`config.mk`:
```
export PLATFORM = sky130hd
export DESIGN_NAME = opp_word_unpack
export DESIGN_NICKNAME = d
export VERILOG_FILES = /design/src/rtl/opp_word_unpack.sv
export SDC_FILE = /design/constraint.sdc
export NUM_CORES = 1
export LEC_CHECK = 0
export CAP_MARGIN = 0
export CELL_PAD_IN_SITES_DETAIL_PLACEMENT = 0
export CELL_PAD_IN_SITES_GLOBAL_PLACEMENT = 2
export CORE_ASPECT_RATIO = 1.4
export CORE_MARGIN = 1
export CORE_UTILIZATION = 33
export DETAILED_ROUTE_END_ITERATION = 7
export PLACE_DENSITY = 0.92
export SKIP_LAST_GASP = 1
export SLEW_MARGIN = 20
export SYNTH_ARGS = -nofsm -noshare
export SYNTH_HDL_FRONTEND = slang
export SYNTH_SLANG_ARGS = --single-unit
```
`constraint.sdc`:
```
create_clock -name clk_in -period 6.26 [get_ports clk_in]
set_clock_uncertainty 0.15 [all_clocks]
set_input_delay 1.252 -clock clk_in [delete_from_list [all_inputs] [get_ports clk_in]]
set_output_delay 1.252 -clock clk_in [all_outputs]
set_load 0.1 [all_outputs]
```
`src/rtl/opp_word_unpack.sv`:
```
// opp_word_unpack
// Filters the raw opponent word coming out of the receive-domain buffer.
// A word is only looked at once it has stayed bit-identical for
// STABLE_CYCLES edges, so torn or half-updated words are never used. Each
// stable word is evaluated exactly once. Its fields are range-checked, and a
// small FSM tracks whether the link is healthy.
//
// Ports
//   clk_in        in   1   pixel clock (65 MHz)
//   rst_in        in   1   synchronous, active-high reset
//   word_in       in  45   raw word: [44] valid, [43:33] x, [31:21] y,
//                          [19:11] dir, [7:5] game, [3] reset; other bits ignored
//   opp_x         out 11   last accepted x
//   opp_y         out 11   last accepted y
//   opp_dir       out  9   last accepted direction (degrees)
//   opp_game      out  3   last accepted game status
//   opp_upd       out  1   one-cycle strobe when the fields are rewritten
//   opp_rst_pulse out  1   one-cycle strobe on an accepted reset-bit 0->1
//   link_up       out  1   high while the link FSM is LINKED
//   reject_cnt    out  8   saturating count of rejected evaluations
module opp_word_unpack #(
  parameter int unsigned STABLE_CYCLES = 4,
  parameter int unsigned GOOD_TO_LINK  = 3,
  parameter int unsigned BAD_TO_DROP   = 8,
  parameter int unsigned X_MAX         = 1023,
  parameter int unsigned Y_MAX         = 767,
  parameter int unsigned DIR_MAX       = 359,
  parameter int unsigned GAME_MAX      = 4
) (
  input  logic        clk_in,
  input  logic        rst_in,
  input  logic [44:0] word_in,
  output logic [10:0] opp_x,
  output logic [10:0] opp_y,
  output logic [8:0]  opp_dir,
  output logic [2:0]  opp_game,
  output logic        opp_upd,
  output logic        opp_rst_pulse,
  output logic        link_up,
  output logic [7:0]  reject_cnt
);

  localparam int unsigned GW = $clog2(GOOD_TO_LINK + 1);
  localparam int unsigned BW = $clog2(BAD_TO_DROP + 1);

  localparam logic [3:0]    STAB_C   = 4'(STABLE_CYCLES);
  localparam logic [3:0]    STAB_M1  = 4'(STABLE_CYCLES - 1);
  localparam logic [GW-1:0] GOOD_C   = GW'(GOOD_TO_LINK);
  localparam logic [GW-1:0] GOOD_ONE = GW'(1);
  localparam logic [BW-1:0] BAD_C    = BW'(BAD_TO_DROP);
  localparam logic [BW-1:0] BAD_ONE  = BW'(1);
  localparam logic [10:0]   X_MAX_C  = 11'(X_MAX);
  localparam logic [10:0]   Y_MAX_C  = 11'(Y_MAX);
  localparam logic [8:0]    DIR_MAX_C  = 9'(DIR_MAX);
  localparam logic [2:0]    GAME_MAX_C = 3'(GAME_MAX);

  typedef enum logic [1:0] {
    NO_LINK = 2'd0,
    SYNCING = 2'd1,
    LINKED  = 2'd2
  } state_t;

  state_t        state_q, state_d;
  logic [44:0]   prev_word_q, prev_word_d;
  logic [3:0]    stab_cnt_q, stab_cnt_d;
  logic [GW-1:0] good_run_q, good_run_d;
  logic [BW-1:0] bad_run_q, bad_run_d;
  logic          last_rst_q, last_rst_d;
  logic [10:0]   opp_x_q, opp_x_d;
  logic [10:0]   opp_y_q, opp_y_d;
  logic [8:0]    opp_dir_q, opp_dir_d;
  logic [2:0]    opp_game_q, opp_game_d;
  logic          opp_upd_q, opp_upd_d;
  logic          opp_rst_pulse_q, opp_rst_pulse_d;
  logic          link_up_q, link_up_d;
  logic [7:0]    reject_cnt_q, reject_cnt_d;

  // Field views of the incoming word; only consumed on an evaluation edge,
  // where word_in equals prev_word_q.
  logic          f_valid_s, f_rst_s, accept_s, eval_s;
  logic [10:0]   f_x_s, f_y_s;
  logic [8:0]    f_dir_s;
  logic [2:0]    f_game_s;

  assign f_valid_s = word_in[44];
  assign f_x_s     = word_in[43:33];
  assign f_y_s     = word_in[31:21];
  assign f_dir_s   = word_in[19:11];
  assign f_game_s  = word_in[7:5];
  assign f_rst_s   = word_in[3];

  assign accept_s = f_valid_s && (f_x_s <= X_MAX_C) && (f_y_s <= Y_MAX_C) &&
                    (f_dir_s <= DIR_MAX_C) && (f_game_s <= GAME_MAX_C);

  // Stability filter, evaluation outcome and link FSM next-state.
  always_comb begin
    prev_word_d     = prev_word_q;
    stab_cnt_d      = stab_cnt_q;
    state_d         = state_q;
    good_run_d      = good_run_q;
    bad_run_d       = bad_run_q;
    last_rst_d      = last_rst_q;
    opp_x_d         = opp_x_q;
    opp_y_d         = opp_y_q;
    opp_dir_d       = opp_dir_q;
    opp_game_d      = opp_game_q;
    opp_upd_d       = 1'b0;
    opp_rst_pulse_d = 1'b0;
    reject_cnt_d    = reject_cnt_q;
    eval_s          = 1'b0;

    // Any change (even back to an older value) restarts the count; the count
    // parks at STABLE_CYCLES so a held word is evaluated only once.
    if (word_in != prev_word_q) begin
      prev_word_d = word_in;
      stab_cnt_d  = 4'd0;
    end else if (stab_cnt_q < STAB_C) begin
      stab_cnt_d = stab_cnt_q + 4'd1;
      eval_s     = (stab_cnt_q == STAB_M1);
    end else begin
      stab_cnt_d = stab_cnt_q;
    end

    if (eval_s) begin
      if (accept_s) begin
        opp_x_d         = f_x_s;
        opp_y_d         = f_y_s;
        opp_dir_d       = f_dir_s;
        opp_game_d      = f_game_s;
        opp_upd_d       = 1'b1;
        opp_rst_pulse_d = f_rst_s && !last_rst_q;
        last_rst_d      = f_rst_s;
        good_run_d      = (good_run_q == GOOD_C) ? good_run_q : good_run_q + GOOD_ONE;
        bad_run_d       = '0;
      end else begin
        reject_cnt_d = (reject_cnt_q == 8'd255) ? reject_cnt_q : reject_cnt_q + 8'd1;
        bad_run_d    = (bad_run_q == BAD_C) ? bad_run_q : bad_run_q + BAD_ONE;
        good_run_d   = '0;
      end

      case (state_q)
        NO_LINK: begin
          if (accept_s) begin
            state_d = SYNCING;
          end else begin
            state_d = NO_LINK;
          end
        end
        SYNCING: begin
          if (!accept_s) begin
            state_d = NO_LINK;
          end else if (good_run_d == GOOD_C) begin
            state_d = LINKED;
          end else begin
            state_d = SYNCING;
          end
        end
        LINKED: begin
          // Clearing the stored reset bit lets a still-held reset bit pulse
          // again once the link comes back.
          if (!accept_s && (bad_run_d == BAD_C)) begin
            state_d    = NO_LINK;
            last_rst_d = 1'b0;
          end else begin
            state_d = LINKED;
          end
        end
        default: begin
          state_d = NO_LINK;
        end
      endcase
    end else begin
      state_d = state_q;
    end

    link_up_d = (state_d == LINKED);
  end

  // State and output registers with synchronous reset.
  always_ff @(posedge clk_in) begin
    if (rst_in) begin
      state_q         <= NO_LINK;
      prev_word_q     <= '0;
      stab_cnt_q      <= 4'd0;
      good_run_q      <= '0;
      bad_run_q       <= '0;
      last_rst_q      <= 1'b0;
      opp_x_q         <= 11'd0;
      opp_y_q         <= 11'd0;
      opp_dir_q       <= 9'd0;
      opp_game_q      <= 3'd0;
      opp_upd_q       <= 1'b0;
      opp_rst_pulse_q <= 1'b0;
      link_up_q       <= 1'b0;
      reject_cnt_q    <= 8'd0;
    end else begin
      state_q         <= state_d;
      prev_word_q     <= prev_word_d;
      stab_cnt_q      <= stab_cnt_d;
      good_run_q      <= good_run_d;
      bad_run_q       <= bad_run_d;
      last_rst_q      <= last_rst_d;
      opp_x_q         <= opp_x_d;
      opp_y_q         <= opp_y_d;
      opp_dir_q       <= opp_dir_d;
      opp_game_q      <= opp_game_d;
      opp_upd_q       <= opp_upd_d;
      opp_rst_pulse_q <= opp_rst_pulse_d;
      link_up_q       <= link_up_d;
      reject_cnt_q    <= reject_cnt_d;
    end
  end

  assign opp_x         = opp_x_q;
  assign opp_y         = opp_y_q;
  assign opp_dir       = opp_dir_q;
  assign opp_game      = opp_game_q;
  assign opp_upd       = opp_upd_q;
  assign opp_rst_pulse = opp_rst_pulse_q;
  assign link_up       = link_up_q;
  assign reject_cnt    = reject_cnt_q;

endmodule

```
==> flow_summary.json, run 1 <==
{
  "core-area_um2": 12400,
  "grt_pass1_wl_mm": 15.8,
  "track_usage_pct": 15.4,
  "clk_pin_slew_ns": 0.07,
  "cp.arrival_ns": 3.77,
  "worst_pin_slew_ns": 1.04,
  "ys.flop_type": "dfxtp_1",
  "place_hpwl_mm": 7.14,
  "cts_made_buffers": 9,
  "synth_area_um2": 4190,
  "syn_to_final_growth_pct": 31.5,
  "crit_type": "in2reg",
  "yosysSeqAreaShare_pct": 49.2,
  "routabilityCongestion": 0.738,
  "slew_headroom_pct": 31.0,
  "worst_slack_ns": 2.60,
  "drtIter0Drc": 94,
  "drv_slew": 0,
  "status": "complete, no violations",
  "cts_sinks": 103,
  "io_buffers": 91,
  "worstPathRequired_ns": 6.37,
  "synth_fp_nets": 477,
  "multiInputGateArea_um2": 2010,
  "cts_root_buffer": "clkbuf_16",
  "grt_max_degree": 102,
  "p_per_area_nw_per_um2": 248,
  "antenna_cells": 0,
  "initial_core_util_pct": 33.9,
  "cts_resized": 0,
  "via_per_inst": 4.90,
  "insertion_delay_ns": 0.35,
  "preCtsSetupSlack_ns": 2.24,
  "rows": 48,
  "final_area_um2": 5510,
  "grt.overflow.total": 0,
  "grt_antenna_before_repair": 0,
  "grt_pass1_vias": 3148,
  "layout_min_cycle_time_ns": 3.66,
  "postCtsSetupBuffers": 0,
  "vdd_drop_max_mv": 0.136,
  "num-nets-final": 562,
  "die_h_um": 135,
  "wl_mm": 9.69,
  "drtPass1Iterations": 4,
  "final_common_cell": "dfxtp_1",
  "finalSetupTns_ns": 0,
  "start_kind": "primary input",
  "synth_edf_count": 0,
  "holdWs_ns": 0.316,
  "cts_htree_levels": 3,
  "cap_violations": 0,
  "die_w_um": 97.2,
  "cts_tree": "done",
  "cts-hold-fix-buffers": 0,
  "rrSetupSlack_ns": 3.72,
  "die_area_um2": 13200,
  "wl_per_cell_um": 14.6,
  "syn_avg_cell_area_um2": 9.83,
  "synth_warnings": 0,
  "fmax_ghz": 0.273,
  "synth_seq_cells": 103,
  "finalCritPeriodShare_pct": 58.5,
  "ant_nets": 0,
  "hold_viol_final": 0,
  "cp-end-kind": "flip-flop",
  "synthArstFlopShare_pct": 0,
  "ios": 92,
  "clk_path_buf_depth": 2,
  "netlist_instances": 426,
  "place_area_um2": 5210,
  "crit_path_max_fanout": 26,
  "mostFrequentLayoutCells": "dfxtp_1 (103), clkdlybuf4s50_1 (90), nor2b_1 (47)",
  "layout-drive-gt1-share_pct": 3.70,
  "rsz0062_at_grt": "false",
  "vias": 3253,
  "fill_cells": 1249,
  "drc": 0,
  "finalSetupViolCount": 0,
  "synth_cell_types": 36,
  "seqCellArea_um2": 2060,
  "hold_path_class": "reg2reg",
  "p_leak_nw": 1.99,
  "fin_util_pct": 44.5
}
area by class of cell:
cell class                      count  area share (%)
Sequential cell                   103            37.4
Multi-Input combinational cell    298            36.5
Timing Repair Buffer               94            16.9
Clock buffer                       11            4.22
Tap cell                          150            3.41
Clock inverter                      3            1.25
Inverter                            5           0.341
worst max-delay path, cell delays in order:
cell             delay, ns
clkdlybuf4s50_1       0.49
xor2_1                0.20
nor4_1                0.43
and4_1                0.32
nand4_4               0.31
or4_1                 0.61
a21oi_1               0.15
synth_stat cells (5+ instances only):
cell / count / area [µm²]
inv_1: 5 / 18.8
clkbuf_1: 13 / 48.8
and4_1: 5 / 43.8
nor4_1: 23 / 144
o31ai_1: 7 / 52.6
or4_1: 8 / 60.1
mux2i_1: 32 / 320
nand2_1: 9 / 33.8
a21oi_1: 19 / 95.1
nand3_1: 13 / 65.1
nor2b_1: 47 / 294
xor2_1: 46 / 403
nor2_1: 43 / 161
o21ai_0: 11 / 55.1
dfxtp_1: 103 / 2060
worst paths after layout:
path	from	endpoint	cells past startpoint
worst max-delay path	word_in[30]	reject_cnt[5]$_SDFFE_PP0P_	7
worst max register to register	prev_word_q[33]$_SDFFE_PP0P_	reject_cnt[5]$_SDFFE_PP0P_	6
worst min register to register	last_rst_q$_SDFFE_PP0P_	opp_rst_pulse$_SDFF_PP0_	1
worst min-delay path	last_rst_q$_SDFFE_PP0P_	opp_rst_pulse$_SDFF_PP0_	1
report_power, final:
group          internal (mW)  switching (mW)
combinational         0.0491          0.0549
sequential             0.671         0.00616
clock                  0.348           0.236
total                   1.07           0.297
registers in the layout, indices dropped and copies added (netlist names), 3 cells and up:
| name | count |
|---|---|
| opp_y | 11 |
| opp_dir | 9 |
| bad_run_q | 4 |
| stab_cnt_q | 4 |
| reject_cnt | 8 |
| opp_x | 11 |
| opp_game | 3 |
| prev_word_q | 45 |
stage by stage:
step | power [mW] | instances
floorplan | 0.740 | 426
global placement | 0.796 | 650
detailed placement | 0.797 | 650
CTS | 1.38 | 664
global route | 1.42 | 664
finish | 1.36 | 664
per-layer routing:
metal	global-route usage, %	part of all wire, %
met3	4.23	4.0
met5	0	0
met4	6.13	1.5
met2	26.7	51
met1	18.0	44
cells by family (layout without fill, tap and decap cells):
logic type	Yosys count	in the layout	synth area share [%]
fa+ha+maj	4	4	1.19
xor+xnor	47	47	9.83
simple gates	171	171	22.9
compound gates	44	44	6.18
flops	103	103	49.2
buf+inv	25	113	2.99
mux	32	32	7.65
No activity file was read; power rests on OpenSTA's default activity.
==> run 2, diff against run 1 <==
--- a/config.mk
+++ b/config.mk
@@ -10,9 +10,9 @@
 export CELL_PAD_IN_SITES_GLOBAL_PLACEMENT = 2
 export CORE_ASPECT_RATIO = 1.4
 export CORE_MARGIN = 1
-export CORE_UTILIZATION = 33
+export CORE_UTILIZATION = 31
 export DETAILED_ROUTE_END_ITERATION = 7
-export PLACE_DENSITY = 0.92
+export PLACE_DENSITY = 0.87
 export SKIP_LAST_GASP = 1
 export SLEW_MARGIN = 20
 export SYNTH_ARGS = -nofsm -noshare
==> constraint.sdc (replaced) <==
create_clock -name clk_in -period 3.65 [get_ports clk_in]
set_clock_uncertainty 0.15 [all_clocks]
set_input_delay 0.73 -clock clk_in [delete_from_list [all_inputs] [get_ports clk_in]]
set_output_delay 0.73 -clock clk_in [all_outputs]
set_load 0.1 [all_outputs]
==> run 2 against run 1 <==
Register-to-register slack got worse by 2.5 ns. Global-route usage fell by 0.50 points. Clock-buffer cell count did not move. Sequential power rose by 71%. Wire length rose by 2.6%. Design area rose by 1.0%. Setup slack got worse by 2.0 ns. Core utilization fell by 1.7 points. Non-clock buffer count rose by 3. Clock power rose by 78%. Worst hold slack got worse by 0.011 ns. Critical endpoint is now opp_x[4]$_SDFFE_PP0P_. Highest routed layer unchanged.
==> flow_summary.json, run 2 (synthesis gave the netlist of run 1 again) <==
{
  "swShare_pct": 22.2,
  "holdPathEnd": "opp_rst_pulse$_SDFF_PP0_",
  "mostFrequentLayoutCells": "dfxtp_1 (103), clkdlybuf4s50_1 (80), nor2b_1 (47)",
  "postCtsSetupBuffers": 0,
  "cp-end-kind": "flip-flop",
  "r2r-start": "prev_word_q[28]$_SDFFE_PP0P_",
  "hold_depth": 1,
  "die_area_um2": 14000,
  "initial_core_util_pct": 32.2,
  "cts_tree": "done",
  "via_per_inst": 4.71,
  "finalSetupTns_ns": 0,
  "cts_made_buffers": 9,
  "layout-drive-gt1-share_pct": 6.74,
  "hold_viol_final": 0,
  "worstPathRequired_ns": 3.69,
  "finalSetupViolCount": 0,
  "fmax_ghz": 0.329,
  "start_kind": "primary input",
  "path_delay_family": "simple AND/OR/NAND/NOR gates",
  "rrSetupSlack_ns": 1.19,
  "antenna_cells": 0,
  "place_hpwl_mm": 7.15,
  "seqCellArea_um2": 2060,
  "cts_sinks": 103,
  "grt_antenna_before_repair": 0,
  "fin_total_pwr_mw": 2.38,
  "cts_resized": 0,
  "wl_mm": 9.95,
  "largest-register": "prev_word_q",
  "fill_cells": 1300,
  "slew_headroom_pct": 31.3,
  "ant_nets": 0,
  "drtIter0Drc": 118,
  "worst_path_largest_cell_delay_ns": 0.47,
  "io_buffers": 91,
  "die_h_um": 140,
  "cts_htree_levels": 3,
  "largest_reg_flops": 45,
  "routabilityCongestion": 0.766,
  "cts_root_buffer": "clkbuf_16",
  "drt-met1-wl_mm": 4.31,
  "pwr-share-clk_pct": 43.7,
  "cts-hold-fix-buffers": 0,
  "rows": 49,
  "finalNonFillerCells": 697,
  "grt_pass1_vias": 3174,
  "dr_wl_met2_mm": 5.03,
  "dp_cells": 680,
  "track_usage_pct": 14.9,
  "routed.top_layer": "met4",
  "status": "complete, no violations",
  "multiInputGateArea_um2": 2010,
  "ios": 92,
  "core-area_um2": 13000,
  "clk_path_buf_depth": 2,
  "combPwrFrac_pct": 7.6,
  "vias": 3281,
  "critPathBufInv": 2,
  "grt_pass1_wl_mm": 16.2,
  "grt.overflow.total": 0,
  "drc": 0,
  "path_cells": "clkdlybuf4s50_1 > xor2_1 > nor4_1 > nand4_1 > nor4_2 > buf_4 > mux2i_1 > nor2_1",
  "vdd_drop_max_mv": 0.207,
  "hold_path_class": "reg2reg",
  "num-nets-final": 565,
  "crit_slowest_cell": "clkdlybuf4s50_1",
  "p_seq_share_pct": 48.7,
  "hold_start": "last_rst_q$_SDFFE_PP0P_",
  "crit_type": "in2reg",
  "cap_violations": 0,
  "worst_pin_slew_ns": 1.03,
  "finalCritPeriodShare_pct": 83.2,
  "final_common_cell": "dfxtp_1",
  "drtPass1Iterations": 5,
  "r2r-end": "opp_x[4]$_SDFFE_PP0P_",
  "reg2reg_depth": 7,
  "p_per_area_nw_per_um2": 428,
  "rsz0062_at_grt": "false",
  "insertion_delay_ns": 0.35,
  "layout_min_cycle_time_ns": 3.04,
  "dr_wl_met3_um": 426,
  "die_w_um": 100,
  "crit_path_max_fanout": 12,
  "syn_to_final_growth_pct": 32.8,
  "p_leak_nw": 2.04,
  "p_sw_uw": 528,
  "internal_power_mw": 1.85,
  "drv_slew": 0,
  "wl_per_cell_um": 14.3,
  "clk_pin_slew_ns": 0.07,
  "cp.arrival_ns": 3.07,
  "grt_max_degree": 102,
  "holdWs_ns": 0.305
}
## run 2: cell types whose count changed in the layout (fill, tap and decap cells not counted)
| cell | previous run | this run |
|---|---|---|
| buf_4 | 4 | 17 |
| clkbuf_1 | 2 | 1 |
| clkbuf_8 | 0 | 1 |
| clkdlybuf4s50_1 | 90 | 80 |
| clkinv_2 | 0 | 1 |
| clkinv_4 | 0 | 1 |
| clkinvlp_4 | 0 | 1 |
| inv_6 | 1 | 0 |
## run 2: through the flow
stage | cell area (µm²) | worst slack [ns] | util, %
after floorplan | 4190 | 1.12 | -
after global placement | 5230 | 0.247 | 40.3
after detailed placement | 5230 | 0.259 | 40.3
after CTS | 5560 | 0.612 | 42.8
after global routing | 5560 | 0.479 | 42.8
final | 5560 | 0.614 | 42.8
## run 2: worst max-delay path by stage
stage	from	endpoint	depth (start not counted)
after floorplan	reject_cnt[0]$_SDFFE_PP0P_	reject_cnt[2]$_SDFFE_PP0P_	6
after global placement	word_in[28]	opp_x[0]$_SDFFE_PP0P_	8
after detailed placement	word_in[28]	opp_x[2]$_SDFFE_PP0P_	8
after CTS	word_in[28]	opp_x[2]$_SDFFE_PP0P_	8
after global routing	word_in[13]	opp_dir[4]$_SDFFE_PP0P_	8
final	word_in[28]	opp_x[4]$_SDFFE_PP0P_	8
## run 2: area by class of cell
type | count | share of cell area (%)
tap | 178 | 4.00
multi-input combinational | 298 | 36.1
inverter | 5 | 0.337
sequential | 103 | 37.1
clock inverter | 5 | 1.46
timing repair buffer | 97 | 16.7
clock buffer | 11 | 4.36
## run 2: power by group through the flow
stage	clock network (mW)	logic, mW	registers, mW
after global placement	0	0.181	1.19
after floorplan	0	0.0849	1.18
final	1.04	0.181	1.16
after CTS	1.07	0.183	1.16
after global routing	1.12	0.198	1.16
after detailed placement	0	0.182	1.19
## run 2: per-layer routing
| metal | track usage (%) | vias up |
|---|---|---|
| li1 | - | 1654 |
| met5 | 0 | - |
| met2 | 25.0 | 72 |
| met1 | 17.9 | 1543 |
| met4 | 6.48 | 0 |
| met3 | 3.57 | 12 |
## run 2: worst register-to-register path: cells and delay by family (launching register included)
family / cells / cell delay [ns]
multiplexers: 1 / 0.21
buffers and inverters: 1 / 0.31
XOR/XNOR: 1 / 0.17
flip-flops: 1 / 0.31
AND/OR/NAND/NOR: 4 / 1.15
